$ cat src/rtl/dvp_pkg.sv
// Shared types and default geometry for the DVP transmit path.
package dvp_pkg;

    localparam int DATA_W = 8;

    localparam int DEF_H_ACTIVE    = 640;
    localparam int DEF_H_BLANK     = 160;
    localparam int DEF_V_ACTIVE    = 480;
    localparam int DEF_VSYNC_LINES = 3;
    localparam int DEF_V_BACK      = 17;
    localparam int DEF_V_FRONT     = 10;

    typedef enum logic [2:0] {
        IDLE,
        VSYNC,
        VBACK,
        ACTIVE,
        VFRONT
    } dvp_tx_state_t;

    function automatic int max_of(input int a, input int b);
        return (a > b) ? a : b;
    endfunction

endpackage

$ cat src/rtl/dvp_timing_gen.sv
// Line/frame counters and the frame state machine for the DVP transmitter.
module dvp_timing_gen
    import dvp_pkg::*;
#(
    parameter int H_ACTIVE    = DEF_H_ACTIVE,
    parameter int H_BLANK     = DEF_H_BLANK,
    parameter int V_ACTIVE    = DEF_V_ACTIVE,
    parameter int VSYNC_LINES = DEF_VSYNC_LINES,
    parameter int V_BACK      = DEF_V_BACK,
    parameter int V_FRONT     = DEF_V_FRONT
) (
    input  logic          dvp_pclk,
    input  logic          rst,
    input  logic          tx_enable,
    output dvp_tx_state_t state,
    output logic          line_end,
    output logic          last_line,
    output logic          active_byte
);

    localparam int L     = H_ACTIVE + H_BLANK;
    localparam int V_MAX = max_of(max_of(V_ACTIVE, VSYNC_LINES),
                                  max_of(V_BACK, V_FRONT));
    localparam int HW    = $clog2(L);
    localparam int VW    = (V_MAX > 1) ? $clog2(V_MAX) : 1;

    logic [HW-1:0] h_cnt;
    logic [VW-1:0] v_cnt;
    logic [VW-1:0] v_last;

    always_comb begin
        v_last = '0;
        unique case (state)
            VSYNC:   v_last = VW'(VSYNC_LINES - 1);
            VBACK:   v_last = VW'(V_BACK - 1);
            ACTIVE:  v_last = VW'(V_ACTIVE - 1);
            VFRONT:  v_last = VW'(V_FRONT - 1);
            default: v_last = '0;
        endcase
    end

    assign line_end    = (state != IDLE) && (h_cnt == HW'(L - 1));
    assign last_line   = (v_cnt == v_last);
    assign active_byte = (state == ACTIVE) && (h_cnt < HW'(H_ACTIVE));

    always_ff @(posedge dvp_pclk) begin
        if (rst) begin
            state <= IDLE;
            h_cnt <= '0;
            v_cnt <= '0;
        end else if (state == IDLE) begin
            h_cnt <= '0;
            v_cnt <= '0;
            if (tx_enable) state <= VSYNC;
        end else if (line_end) begin
            h_cnt <= '0;
            if (last_line) begin
                v_cnt <= '0;
                unique case (state)
                    VSYNC:   state <= VBACK;
                    VBACK:   state <= ACTIVE;
                    ACTIVE:  state <= VFRONT;
                    default: state <= tx_enable ? VSYNC : IDLE;
                endcase
            end else begin
                v_cnt <= v_cnt + VW'(1);
            end
        end else begin
            h_cnt <= h_cnt + HW'(1);
        end
    end

endmodule

$ cat src/rtl/dvp_transmit.sv
// DVP source: pops FIFO bytes into registered vsync/href/data timing.
module dvp_transmit
    import dvp_pkg::*;
#(
    parameter int H_ACTIVE    = DEF_H_ACTIVE,
    parameter int H_BLANK     = DEF_H_BLANK,
    parameter int V_ACTIVE    = DEF_V_ACTIVE,
    parameter int VSYNC_LINES = DEF_VSYNC_LINES,
    parameter int V_BACK      = DEF_V_BACK,
    parameter int V_FRONT     = DEF_V_FRONT
) (
    input  logic              dvp_pclk,
    input  logic              rst,
    input  logic              tx_enable,
    input  logic [DATA_W-1:0] fifo_data,
    input  logic              fifo_empty,
    output logic              fifo_read,
    output logic [DATA_W-1:0] dvp_data,
    output logic              dvp_href,
    output logic              dvp_vsync,
    output logic              frame_done,
    output logic              underflow
);

    dvp_tx_state_t state;
    logic          line_end;
    logic          last_line;
    logic          active_byte;
    logic          frame_end;
    logic          frame_start;

    dvp_timing_gen #(
        .H_ACTIVE    (H_ACTIVE),
        .H_BLANK     (H_BLANK),
        .V_ACTIVE    (V_ACTIVE),
        .VSYNC_LINES (VSYNC_LINES),
        .V_BACK      (V_BACK),
        .V_FRONT     (V_FRONT)
    ) u_timing (
        .dvp_pclk    (dvp_pclk),
        .rst         (rst),
        .tx_enable   (tx_enable),
        .state       (state),
        .line_end    (line_end),
        .last_line   (last_line),
        .active_byte (active_byte)
    );

    assign frame_end   = (state == VFRONT) && line_end && last_line;
    assign frame_start = tx_enable && ((state == IDLE) || frame_end);
    assign fifo_read   = active_byte && !fifo_empty;

    // Outputs lag the state by one edge, so all timing relations hold.
    always_ff @(posedge dvp_pclk) begin
        if (rst) begin
            dvp_vsync  <= 1'b0;
            dvp_href   <= 1'b0;
            dvp_data   <= '0;
            frame_done <= 1'b0;
            underflow  <= 1'b0;
        end else begin
            dvp_vsync  <= (state == VSYNC);
            dvp_href   <= active_byte;
            dvp_data   <= fifo_read ? fifo_data : '0;
            frame_done <= frame_end;
            if (frame_start)
                underflow <= 1'b0;
            else if (active_byte && fifo_empty)
                underflow <= 1'b1;
        end
    end

endmodule

$ cat config.mk
export PLATFORM = sky130hd
export DESIGN_NAME = dvp_transmit
export DESIGN_NICKNAME = d
export VERILOG_FILES = /design/src/rtl/dvp_pkg.sv /design/src/rtl/dvp_timing_gen.sv /design/src/rtl/dvp_transmit.sv
export SDC_FILE = /design/constraint.sdc
export NUM_CORES = 1
export LEC_CHECK = 0
export BUFFER_PORTS_ARGS = -buffer_cell sky130_fd_sc_hd__buf_2
export CAP_MARGIN = 10
export CORE_ASPECT_RATIO = 0.8
export CORE_UTILIZATION = 30
export DETAILED_ROUTE_END_ITERATION = 10
export PLACE_DENSITY = 0.51
export RECOVER_POWER = 25
export SLEW_MARGIN = 20
export SYNTH_ARGS = -nofsm -noshare
export SYNTH_HDL_FRONTEND = slang
export SYNTH_SLANG_ARGS = --single-unit
$ cat constraint.sdc
create_clock -name dvp_pclk -period 2.1 [get_ports dvp_pclk]
set_clock_uncertainty 0.1 [all_clocks]
set_input_delay 0.21 -clock dvp_pclk [delete_from_list [all_inputs] [get_ports dvp_pclk]]
set_output_delay 0.21 -clock dvp_pclk [all_outputs]
set_load 0.02 [all_outputs]
# After elaboration in Yosys (flattened, before gate mapping)
# Index checks and enable logic that the tools add are counted.
[totals]
regBits = 34
wordCells = 45
[op_classes]
addsub = 2
n_lt_le_gt_ge = 1
eq_ne = 7
n_mux = 8
bitwise_logic = 1
n_reduce_logical = 18
[op_table]
columns = ["operator", "n"]
rows = [
  ["9-bit one-hot mux with 4 select lines", 1],
  ["3-bit two-way mux", 4],
  ["10-bit by 1-bit adder with 10-bit output (second input constant)", 1],
  ["10-bit equality test (second input constant)", 1],
  ["10-bit < comparator (second input constant)", 1],
  ["9-bit by 1-bit adder with 9-bit output (second input constant)", 1],
  ["9-bit equality test", 1],
  ["9-bit two-way mux", 1],
  ["3-bit one-hot mux with 3 select lines", 1],
  ["1-bit logical AND", 7],
  ["3-bit by 2-bit equality test with 1-bit output (second input constant)", 2],
  ["2-bit OR reduction", 3],
  ["2-bit nonzero test", 2],
  ["3-bit by 1-bit equality test with 1-bit output (second input constant)", 1],
  ["3-bit equality test (second input constant)", 1],
  ["3-bit logical NOT", 1],
  ["3-bit AND reduction", 1],
  ["3-bit nonzero test", 1],
  ["3-bit OR reduction", 1],
  ["2-bit != test (second input constant)", 1],
  ["1-bit logical NOT", 1],
  ["1-bit logical OR", 1],
  ["1-bit two-way mux", 1],
  ["1-bit NOT", 1],
]

# Depth between registers and ports, before layout
[depth]
word_depth = 7
depth_mapped = 8
depth_no_buf = 6

# Hierarchy
# From an unflattened synthesis, not the netlist that was laid out.
[unflattened]
cells_unflattened = 179
hier_area_um2 = 1584.0
[modules_own_cells]
columns = ["mod", "n_inst", "cells_per_inst", "area_each_um2"]
rows = [
  ["dvp_timing_gen", 1, 149, 1206.2],
  ["dvp_transmit", 1, 30, 377.9],
]

# Worst setup path before layout
# Ideal clock, no wire load.
[synth_path]
path_kind = "register to register"
start = "reg u_timing.v_cnt[2]"
end = "reg u_timing.state[1]"
arrival_time_ns = 1.828
setup_slack_ns = 0.102
stages_incl_launch_ff = 8
synth_period_minus_slack_ns = 1.998
path_cell_list = "dfxtp_1 -> buf_4 -> nor4_4 -> mux2i_1 -> a311o_1 -> buf_6 -> or4_1 -> a21oi_1"
[synth_via]
elab_chain_len = 3
[synth_lines]
columns = ["element", "line", "text"]
rows = [
  ["start: declaration", "dvp_timing_gen.sv:28", "logic [VW-1:0] v_cnt;"],
  ["start signal: assignment", "dvp_timing_gen.sv:66", "v_cnt <= v_cnt + VW'(1);"],
  ["9-bit equality test", "dvp_timing_gen.sv:43", "assign last_line = (v_cnt == v_last);"],
  ["2-bit nonzero test (no line)", "--", ""],
  ["3-bit AND reduction (no line)", "--", ""],
  ["end signal: assignment", "dvp_timing_gen.sv:63", "default: state <= tx_enable ? VSYNC : IDLE;"],
  ["end: declaration", "dvp_timing_gen.sv:15", "output dvp_tx_state_t state,"],
]
# Every way passes these cells.
# A chain may end at the register's enable or synchronous reset.

# Worst setup path in the final report
[layout_path]
start = "reg u_timing.state[0]"
end = "reg u_timing.state[1]"
[layout_via]
elab_chain_len = 5
elab_cells_between_ends = 17
classes_between = "eq/ne (6); mux (5); reduce/logical (6)"
[layout_lines]
columns = ["element", "line", "text"]
rows = [
  ["3-bit equality test (tied with other cells)", "dvp_timing_gen.sv:33", "unique case (state)"],
  ["9-bit one-hot mux with 4 select lines or 3-bit one-hot mux with 3 select lines (tied branches)", "dvp_timing_gen.sv:33, dvp_timing_gen.sv:59", ""],
  ["9-bit equality test or 3-bit two-way mux (tied branches)", "dvp_timing_gen.sv:43, dvp_timing_gen.sv:57", ""],
  ["2-bit nonzero test (no line) or 3-bit two-way mux (tied branches)", "--", ""],
  ["3-bit AND reduction (no line) or 3-bit two-way mux (tied branches)", "--", ""],
]
# Several ways; a longest one is shown, not always the timed one. The select of a mux whose other input is x is not followed.

==> impl.org <==
** STA
- In the finished design, the share of the clock period the worst path needs comes to 92.66%.
- Headroom to the max-slew limit came out at 72.82%.
- Endpoints failing hold :: 0
- Endpoints failing setup :: 0
- Count of pins over their slew limit :: 0
- Minimum period implied by the final worst setup slack :: 1.946 ns
- For the final routed database, the setup TNS stands at 0 ns.
- Setup repair after global routing left no endpoint under its margin.
- Based on the critical path, the design can be clocked at up to 513.9 MHz.
- Actual transition at the worst max-transition pin :: 0.4066 ns

** Global routing
- Vias in the first global route :: 1201
- The first global-routing pass estimated 5692 um of wire.
- Number of antenna violations at the first check in global routing :: 0
- Summed over all layers, the global routing overflow is 0.
- Pin count of the biggest net entering global routing :: 19
- Aggregate global-route resource usage :: 13.03%

** Worst hold path
- Hold Path Depth :: 2
- The min-delay analysis places its worst path in the category input port to flop.

** Placement
- Routability-driven placement finished with a final weighted congestion of 0.7632.
- Port-buffer cells :: 24
- Post-DP HPWL :: 2465 um

** Final layout
- Final design utilization :: 38.76%
- The library cell used most frequently in the layout, excluding fill and tap cells, is sky130_fd_sc_hd__dfxtp_1.
- In the layout the commonest cells are 32 x sky130_fd_sc_hd__dfxtp_1, 23 x sky130_fd_sc_hd__nor2_1, 16 x sky130_fd_sc_hd__buf_4.
- Filler Cells Inserted :: 530
- Fraction of layout cells with a size suffix above 1 :: 22.37%
- Signed area change from the synthesized netlist to the final layout :: 21.67%
- Layout Nets :: 232
- Count of inserted antenna diode cells :: 0

** Floorplanning
- Number of standard-cell rows in the floorplan :: 23
- Starting utilization of the core area :: 31.86%
- Die Area :: 0.005710 sq mm
- The region available for standard cell placement spans 0.005094 sq mm.
- In this run the horizontal extent of the chip is 84.23 um.
- In this run the vertical extent of the chip is 67.79 um.
- Num ports :: 25

** Outcome
- The run finished, with violations left.
- Violated checks :: DRC

** Pwr
- Summing internal, switching and leakage power gives 1.308 mW.
- Clock share of power :: 45.4%
- Per report_power, the sequential group accounts for 50.0% of the total.
- In this run switching power makes up 21.70% of total power.
- Logic pwr share :: 4.7%
- Summed over all nets, the switching power comes to 283.9 uW.
- Power density normalized to cell area :: 662.6 mW/mm^2
- Internal cell power :: 1.024 mW
- Static leakage :: 0.7098 nW
- IR drop worst, VDD :: 0.0001952 V

** Logic synthesis
- Net count after synthesis :: 196
- During synthesis, Yosys emitted a total of 0 warnings.
- Sorting the synthesized cells by area gives the leading types as sky130_fd_sc_hd__dfxtp_1 42%, sky130_fd_sc_hd__nor2_1 5.3%, sky130_fd_sc_hd__nand3_1 4.6%.
- Post-synthesis instance area :: 0.001623 sq mm
- The synthesized design spends more area on one cell type than any other, namely sky130_fd_sc_hd__dfxtp_1.
- Sequential fraction of the synthesis area :: 41.94%
- Synth Area per Inst :: 8.917 sq um
- Count of state elements after synthesis :: 34
- Async set or reset register ratio after synthesis :: 0%
- Most used flip-flop cell after synthesis :: sky130_fd_sc_hd__dfxtp_1
- Post-synthesis instance total :: 182
- Number of flops mapped to enable cells by yosys :: 0
- The share of synthesized area in the top cell type comes to 41.94%.
- Counting distinct cell types in the post-synthesis netlist gives 44.

** Clocking
- Once the clock tree was built, the setup fixing pass inserted 0 buffers.
- Number of CTS-inserted buffers :: 5
- CTS-repair resized insts :: 0
- Clock root buffer :: sky130_fd_sc_hd__clkbuf_8
- TritonCTS built the clock tree.
- The H-tree generated during clock tree synthesis spans 2 levels.
- The later pin in the worst-skew pair is clocked with a latency of 0.28 ns.
- Buffers inserted to repair hold after CTS numbered 0.
- CTS clk-pin slew, worst paths :: 0.07 ns
- In this run the deepest clock path goes through 2 buffers.
- CTS saw 34 sinks.

** Worst setup path
- Critical Path RT :: 2.21 ns
- STA classifies the critical path endpoint as a flop.
- Largest fanout on the critical path :: 9
- Worst R2R Start :: u_timing.state[0]
- The endpoint identified for the worst register-to-register timing path is u_timing.state[1].
- For flop-to-flop paths, the worst setup slack is 0.15 ns.
- CP Data Arrival Time :: 2.06 ns
- Timing startpoint of the critical path :: u_timing.state[0]
- Type of element launching the critical path :: flop
- Destination of the critical timing path :: u_timing.state[1]
- Length in cells of the worst reg-to-reg path :: 5
- By startpoint and endpoint, the worst setup path is classified as flop to flop.

** Drt
- In the routed design, unresolved DRC markers number 10.
- Total via count after detailed routing :: 1393
- For this block, the initial DRC count from the detailed router was 88.
- Antenna viol nets, final :: 0
- Dividing the detail-routed wire length by the instance count gives 12.27 um.
- After detailed routing, the total wire length is 3448 um.
- Avg Vias per Cell :: 4.957
- For this run, the detailed router's first-pass iteration total came to 7.

** Job
- Maxcap violations :: 0
-- how the worst min path moves through the flow --
stage | start | to | slack (ns)
after CTS | fifo_data[1] | dvp_data[1] | 0.02
final | fifo_data[3] | dvp_data[3] | 0.02
after detailed placement | fifo_data[1] | dvp_data[1] | 0.31
after global routing | fifo_data[2] | dvp_data[2] | 0.01
after floorplan | tx_enable | underflow | 0.22
after global placement | fifo_data[0] | dvp_data[0] | 0.31
-- metal layers --
metal  global-route usage (%)  wire [um]
met4                    3.879         18
met5                        0          0
met2                    19.88       1393
met1                    17.63       1820
met3                    4.156        216
-- registers in the layout, indices dropped and copies added (netlist names) --
name            cells
dvp_href            1
u_timing.h_cnt     10
dvp_vsync           1
frame_done          1
dvp_data            8
underflow           1
u_timing.v_cnt      9
u_timing.state      3
-- cell type report --
type | count | area (sq um) | area share [%]
Multi-Input combinational cell | 135 | 853.3 | 43.22
Sequential cell | 34 | 683.2 | 34.60
Timing Repair Buffer | 41 | 247.7 | 12.55
Tap cell | 62 | 77.57 | 3.929
Clock buffer | 5 | 68.82 | 3.485
Clock inverter | 3 | 40.04 | 2.028
Inverter | 1 | 3.754 | 0.1901
-- synthesized netlist by cell type, types with 3 or more instances --
master,count
sky130_fd_sc_hd__buf_6,4
sky130_fd_sc_hd__nor4_1,4
sky130_fd_sc_hd__or3_1,3
sky130_fd_sc_hd__clkbuf_1,3
sky130_fd_sc_hd__o31ai_1,5
sky130_fd_sc_hd__a21oi_1,9
sky130_fd_sc_hd__nor3_1,4
sky130_fd_sc_hd__nor2_1,23
sky130_fd_sc_hd__nand2_1,12
sky130_fd_sc_hd__o21ai_0,5
sky130_fd_sc_hd__dfxtp_1,34
sky130_fd_sc_hd__o211ai_1,3
sky130_fd_sc_hd__and4_1,3
sky130_fd_sc_hd__a31oi_1,4
sky130_fd_sc_hd__and2_1,8
sky130_fd_sc_hd__xor2_1,6
sky130_fd_sc_hd__nand3_1,15
sky130_fd_sc_hd__xnor2_1,3
-- worst max-delay path, stage by stage, from the launching register on --
cell	delay (ns)
sky130_fd_sc_hd__dfxtp_2	0.37
sky130_fd_sc_hd__and4bb_2	0.30
sky130_fd_sc_hd__nand2b_2	0.05
sky130_fd_sc_hd__a311o_1	0.38
sky130_fd_sc_hd__or4_1	0.52
sky130_fd_sc_hd__a21oi_1	0.15
-- metrics by stage --
step	instance area (sq um)	instances	hold WS, ns	setup slack (ns)
2_1_floorplan	1623	182	0.2201	0.1022
3_3_place_gp	1867	273	0.3106	0.09189
3_5_place_dp	1867	273	0.3130	0.04627
4_1_cts	1976	281	0.01940	0.02306
5_1_grt	1974	281	0.01444	0.009529
6_report	1974	281	0.02342	0.1541
-- logic make-up (layout without fill, tap and decap cells) --
family          Yosys count  in the layout  synth area share [%]
flops                    34             34                 41.94
fa+ha+maj                 2              2                 1.542
simple gates             89             89                 30.84
compound gates           34             34                 14.19
xor+xnor                  9              9                 4.858
mux                       1              1                0.6168
buf+inv                  13             50                 6.013
-- power groups by stage --
stage,clock [mW],sequential [mW],combinational [mW]
after global routing,0.633,0.654,0.0680
final,0.593,0.654,0.0612
after detailed placement,0,0.668,0.0600
after global placement,0,0.668,0.0614
after CTS,0.605,0.653,0.0604
after floorplan,0,0.667,0.0373
(Power assumes the default switching activity.)
